[src/rtl/clreq_pkg.sv]
// rtl/clreq_pkg.sv - shared widths, depth and tag/sid types for the cache-line request tracker
package clreq_pkg;
    localparam int TAG_W  = 3;
    localparam int SID_W  = 3;
    localparam int ADDR_W = 32;
    localparam int DEPTH  = 1 << TAG_W;

    typedef logic [TAG_W-1:0] tag_t;
    typedef logic [SID_W-1:0] sid_t;
endpackage

[src/rtl/clreq_trk_mreg.sv]
// rtl/clreq_trk_mreg.sv - single-entry valid/payload output register, reloadable while draining
module clreq_trk_mreg #(
    parameter int W = 8
) (
    input  logic         clk,
    input  logic         reset,
    input  logic         ld_i,
    input  logic [W-1:0] d_i,
    input  logic         rdy_i,
    output logic         v_o,
    output logic [W-1:0] q_o
);
    logic         v_q;
    logic [W-1:0] data_q;

    always_ff @(posedge clk or negedge reset) begin
        if (!reset) begin
            v_q    <= 1'b0;
            data_q <= '0;
        end else if (ld_i) begin
            v_q    <= 1'b1;
            data_q <= d_i;
        end else if (rdy_i) begin
            v_q    <= 1'b0;
        end
    end

    assign v_o = v_q;
    assign q_o = data_q;
endmodule

[src/rtl/clreq_trk.sv]
// rtl/clreq_trk.sv - tags cache-line reads, issues them to memory, retires completions in order
module clreq_trk
    import clreq_pkg::*;
#(
    parameter int tag_width  = TAG_W,
    parameter int sid_width  = SID_W,
    parameter int addr_width = ADDR_W
) (
    input  logic                  clk,
    input  logic                  reset,
    input  logic                  i_clreq_v,
    output logic                  i_clreq_r,
    input  logic [sid_width-1:0]  i_clreq_sid,
    input  logic [addr_width-1:0] i_clreq_addr,
    output logic                  o_mreq_v,
    input  logic                  o_mreq_r,
    output logic [tag_width-1:0]  o_mreq_tag,
    output logic [addr_width-1:0] o_mreq_addr,
    input  logic                  i_mrsp_v,
    input  logic [tag_width-1:0]  i_mrsp_tag,
    output logic                  o_clrsp_v,
    input  logic                  o_clrsp_r,
    output logic [sid_width-1:0]  o_clrsp_sid,
    output logic                  o_err
);
    localparam int depth = 1 << tag_width;
    localparam logic [tag_width:0] full_cnt = (tag_width + 1)'(depth);

    logic [tag_width-1:0] head_q, tail_q, rsp_off;
    logic [tag_width:0]   cnt_q, cnt_d;
    logic [depth-1:0]     done_q, done_d;
    logic [sid_width-1:0] sid_q [depth];
    logic                 en_q, err_q;
    logic                 accept, retire, rsp_ok;
    logic [tag_width+addr_width-1:0] mreq_q;

    // en_q holds ready low until the first edge after reset release
    assign i_clreq_r   = en_q && (cnt_q != full_cnt) && (!o_mreq_v || o_mreq_r);
    assign accept      = i_clreq_v && i_clreq_r;
    assign o_clrsp_v   = (cnt_q != '0) && done_q[head_q];
    assign o_clrsp_sid = sid_q[head_q];
    assign retire      = o_clrsp_v && o_clrsp_r;
    assign o_err       = err_q;

    // a tag is live when its distance from head is below the outstanding count
    assign rsp_off = i_mrsp_tag - head_q;
    assign rsp_ok  = ({1'b0, rsp_off} < cnt_q) && !done_q[i_mrsp_tag];

    always_comb begin
        done_d = done_q;
        if (retire)
            done_d[head_q] = 1'b0;
        if (i_mrsp_v && rsp_ok)
            done_d[i_mrsp_tag] = 1'b1;
    end

    always_comb begin
        cnt_d = cnt_q;
        if (accept && !retire)
            cnt_d = cnt_q + 1'b1;
        else if (!accept && retire)
            cnt_d = cnt_q - 1'b1;
    end

    always_ff @(posedge clk or negedge reset) begin
        if (!reset) begin
            head_q <= '0;
            tail_q <= '0;
            cnt_q  <= '0;
            done_q <= '0;
            en_q   <= 1'b0;
            err_q  <= 1'b0;
        end else begin
            en_q   <= 1'b1;
            cnt_q  <= cnt_d;
            done_q <= done_d;
            if (accept)
                tail_q <= tail_q + 1'b1;
            if (retire)
                head_q <= head_q + 1'b1;
            if (i_mrsp_v && !rsp_ok)
                err_q <= 1'b1;
        end
    end

    always_ff @(posedge clk) begin
        if (accept)
            sid_q[tail_q] <= i_clreq_sid;
    end

    clreq_trk_mreg #(
        .W(tag_width + addr_width)
    ) u_mreg (
        .clk  (clk),
        .reset(reset),
        .ld_i (accept),
        .d_i  ({tail_q, i_clreq_addr}),
        .rdy_i(o_mreq_r),
        .v_o  (o_mreq_v),
        .q_o  (mreq_q)
    );

    assign o_mreq_tag  = mreq_q[tag_width+addr_width-1:addr_width];
    assign o_mreq_addr = mreq_q[addr_width-1:0];
endmodule
[config.mk]
export PLATFORM = sky130hd
export DESIGN_NAME = clreq_trk
export DESIGN_NICKNAME = d
export VERILOG_FILES = /design/src/rtl/clreq_pkg.sv /design/src/rtl/clreq_trk_mreg.sv /design/src/rtl/clreq_trk.sv
export SDC_FILE = /design/constraint.sdc
export NUM_CORES = 1
export LEC_CHECK = 0
export ABC_AREA = 1
export ABC_CLOCK_PERIOD_IN_PS = 6450
export BUFFER_PORTS_ARGS = -buffer_cell sky130_fd_sc_hd__clkbuf_2
export CORE_ASPECT_RATIO = 0.8
export CORE_UTILIZATION = 58
export DETAILED_ROUTE_END_ITERATION = 16
export GPL_TIMING_DRIVEN = 0
export HOLD_SLACK_MARGIN = 0.03
export PLACE_DENSITY = 0.87
export SLEW_MARGIN = 5
export SYNTH_ARGS = -nofsm -noshare
export SYNTH_HDL_FRONTEND = slang
export SYNTH_SLANG_ARGS = --single-unit
export TNS_END_PERCENT = 30
[constraint.sdc]
create_clock -name clk -period 6.45 [get_ports clk]
set_input_delay 1.29 -clock clk [delete_from_list [all_inputs] [get_ports clk]]
set_output_delay 1.29 -clock clk [all_outputs]
set_load 0.03 [all_outputs]
==> results.md <==
- Status: complete, no violations
- Dpl cell area: 4218 um^2
- Fin util: 0.7322
- DP Cell Count: 572
- Data arrival, critical path: 2.12 ns
- Syn Area/Cell: 9.055 um^2
- Net Sw Frac: 0.4449
- Share of cells above drive strength 1: 0.2485
- Worst slew pin tran: 0.7465 ns
- Cts-stage hold buffer count: 0
- CTS Buf Count: 9
- # IOs: 86
- Critical Path Start Type: flop
- Cell area after synthesis: 3704 um^2
- Pwr Density: 481.2 nW/um^2
- Reg-to-reg slack, setup: 3.76 ns
- Largest net degree at the start of global routing: 57
- Peak supply drop: 0.0003312 V
- Sequential share of power: 0.365
- Worst-path fanout max: 10
- Vias per cell: 5.189
- Final setup fails: 0
- Global-route wire length before repair: 13.88 mm
- CP Capture Point: o_clrsp_sid[2]
- Clock network power share: 0.176
- Post-Layout Cell Count: 588
- Synthesis-stage register bit count: 80
- RSZ-0062 raised after global routing: false
- Cell variety after synth: 34
- Dpl ws: 2.856 ns
- Final ANT Viol Nets: 0
- Clock-pin slew on the worst setup and hold paths: 0.08 ns
- PostCTS Resize Cnt: 0
- RR Startpoint: cnt_q[1]
- Area growth, synth to finish: 19.36%
- Synthesized net count: 463
- Pre-antenna DRT Iters: 4
- Clock buffer depth: 2
- Die Ht: 73.47 um
- Core Region: 6037 um^2
- Logic pwr share: 0.459
- Yosys warning total: 0
- Vias in the first global route: 3015
- Initial drt markers: 189
- Max-slew headroom: 0.5023
- TNS Setup: 0 ns
- PortBufs: 82
- Achievable Freq: 0.2930 GHz
- CTS tree: built
- Reg2reg end: cnt_q[3]
- Root buffer cell: clkbuf_8
- Int Pwr: 1181 uW
- Mapped Cells: 409
- Final instance area: 4420 um^2
- Die Wd: 91.34 um
- Final Hold Viols: 0
- Die area: 6711 um^2
- Setup Buffers After CTS: 0
- CTS HTree Levels: 3
- Max-cap violations: 0
- Later-pin clock latency in the skew report: 0.35 ns
- Setup WS post-layout: 3.037 ns
- GRT overflow: 0
- Wire per inst: 13.86 um
- GR Util All Layers: 0.2742
- # rows: 25
- Sequential element share of the synthesized area: 0.5730
- Period utilization: 0.5292
- Crit path time final: 3.413 ns
- Sink Count: 80
- Initial antenna violation count: 0
- Nets: 556
- Path depth of the worst reg2reg path: 15
- Dpl hpwl: 6.053 mm
- Skew final: 0.008438 ns
- Global placement routability congestion: 0.8407
- Switching pwr: 946.5 uW
- Critical Path Start: head_q[0]
- Final wirelength: 8.152 mm
- CP required: 5.16 ns
- Ant diodes: 0
- Hold Crit Class: reg -> reg
- Total number of vias: 3051
- Drt drc: 0
- CP endpoint kind: output pin
- Final slew viol count: 0
- Source of the worst hold timing path: u_mreg.q_o[27]
- LEAKAGE: 0.002263 uW
- Initial core utilization: 0.6135
- Critical path class: reg -> out
-- power groups by stage --
stage | clock network [uW] | registers (uW) | logic, uW
after floorplan | 0 | 911 | 577
after global placement | 0 | 773 | 937
after detailed placement | 0 | 780 | 975
after CTS | 378 | 773 | 980
after global routing | 398 | 791 | 1080
final | 374 | 776 | 977
-- Yosys cell counts, drive strengths merged --
master     n  share of area
a21o       1         0.0020
a21oi      3         0.0041
buf       12          0.020
clkbuf     4         0.0041
clkinv     1         0.0010
conb       1         0.0010
dfrtp     56           0.38
edfxtp    24           0.19
fa         2          0.011
ha         8          0.027
inv       30          0.030
nand2    171           0.17
nand3     13          0.021
nand3b     1         0.0020
nand4      3         0.0051
nor2      25          0.029
nor3       5         0.0068
o2111ai    3         0.0071
o21a       8          0.016
o21ai     26          0.036
o21bai     3         0.0081
xnor2      5          0.012
xor2       4         0.0095
-- cells by family (layout without fill, tap and decap cells) --
| kind of cell | count (synthesis) | after routing | synth area share |
|---|---|---|---|
| buffers and inverters | 47 | 145 | 0.05507 |
| other | 1 | 1 | 0.001013 |
| AOI/OAI and AO/OA | 44 | 44 | 0.07365 |
| adders and majority gates | 10 | 10 | 0.03784 |
| DFF | 80 | 80 | 0.5730 |
| xor gates and xnor gates | 9 | 9 | 0.02128 |
| and+or+nand+nor | 218 | 218 | 0.2382 |
-- per-stage QoR --
step / power (uW) / hold WS [ns]
final: 2127 / 0.4837
after floorplan: 1488 / 0.4682
after global placement: 1710 / 0.4587
after global routing: 2267 / 0.4970
after detailed placement: 1755 / 0.4641
after CTS: 2132 / 0.4853
-- layout by cell type (no fill, tap or decap), drive strengths merged, types with 2 or more instances in the layout --
master,synthesis,layout
xor2,4,4
edfxtp,24,24
nand2,171,171
o21ai,26,26
a21oi,3,3
o2111ai,3,3
o21a,8,8
nand3,13,13
dfrtp,56,56
nor2,25,25
nand4,3,3
fa,2,2
ha,8,8
buf,12,12
clkbuf,4,96
inv,30,32
o21bai,3,3
xnor2,5,5
nor3,5,5
clkinv,1,4
-- how the worst min path moves through the flow --
stage          depth (start not counted)  slack [ns]              to
2_1_floorplan                          2        0.47       done_q[1]
3_3_place_gp                           1        0.46           o_err
3_5_place_dp                           2        0.46  u_mreg.q_o[27]
4_1_cts                                2        0.49  u_mreg.q_o[27]
5_1_grt                                2        0.50  u_mreg.q_o[27]
6_report                               2        0.48  u_mreg.q_o[27]
-- flip-flops by register name, summed over array words and instances (netlist names) --
name        flops
en_q            1
head_q          3
sid_q          24
cnt_q           4
tail_q          3
u_mreg.q_o     35
o_err           1
done_q          8
u_mreg.v_o      1
-- critical path, stage by stage (launching register included) --
cell	delay (ns)
dfrtp_1	0.47
buf_2	0.25
clkbuf_1	0.35
o21ai_0	0.19
o2111ai_1	0.27
clkbuf_2	0.25
-- layer usage --
metal | GRT usage | part of all wire
met4 | 0.1076 | 0.015
met1 | 0.3478 | 0.45
met3 | 0.06418 | 0.050
met2 | 0.4663 | 0.48
met5 | 0 | 0
-- layout make-up --
cell class | count | area, um^2
Multi-Input combinational cell | 282 | 1378
Tap cell | 81 | 101.3
Sequential cell | 80 | 2122
Clock buffer | 10 | 137.6
Clock inverter | 6 | 65.06
Fill cell | 436 | 1617
Buffer | 16 | 87.58
Inverter | 31 | 116.4
Timing Repair Buffer | 82 | 412.9
Note: power is estimated with default switching activity, not from simulation.
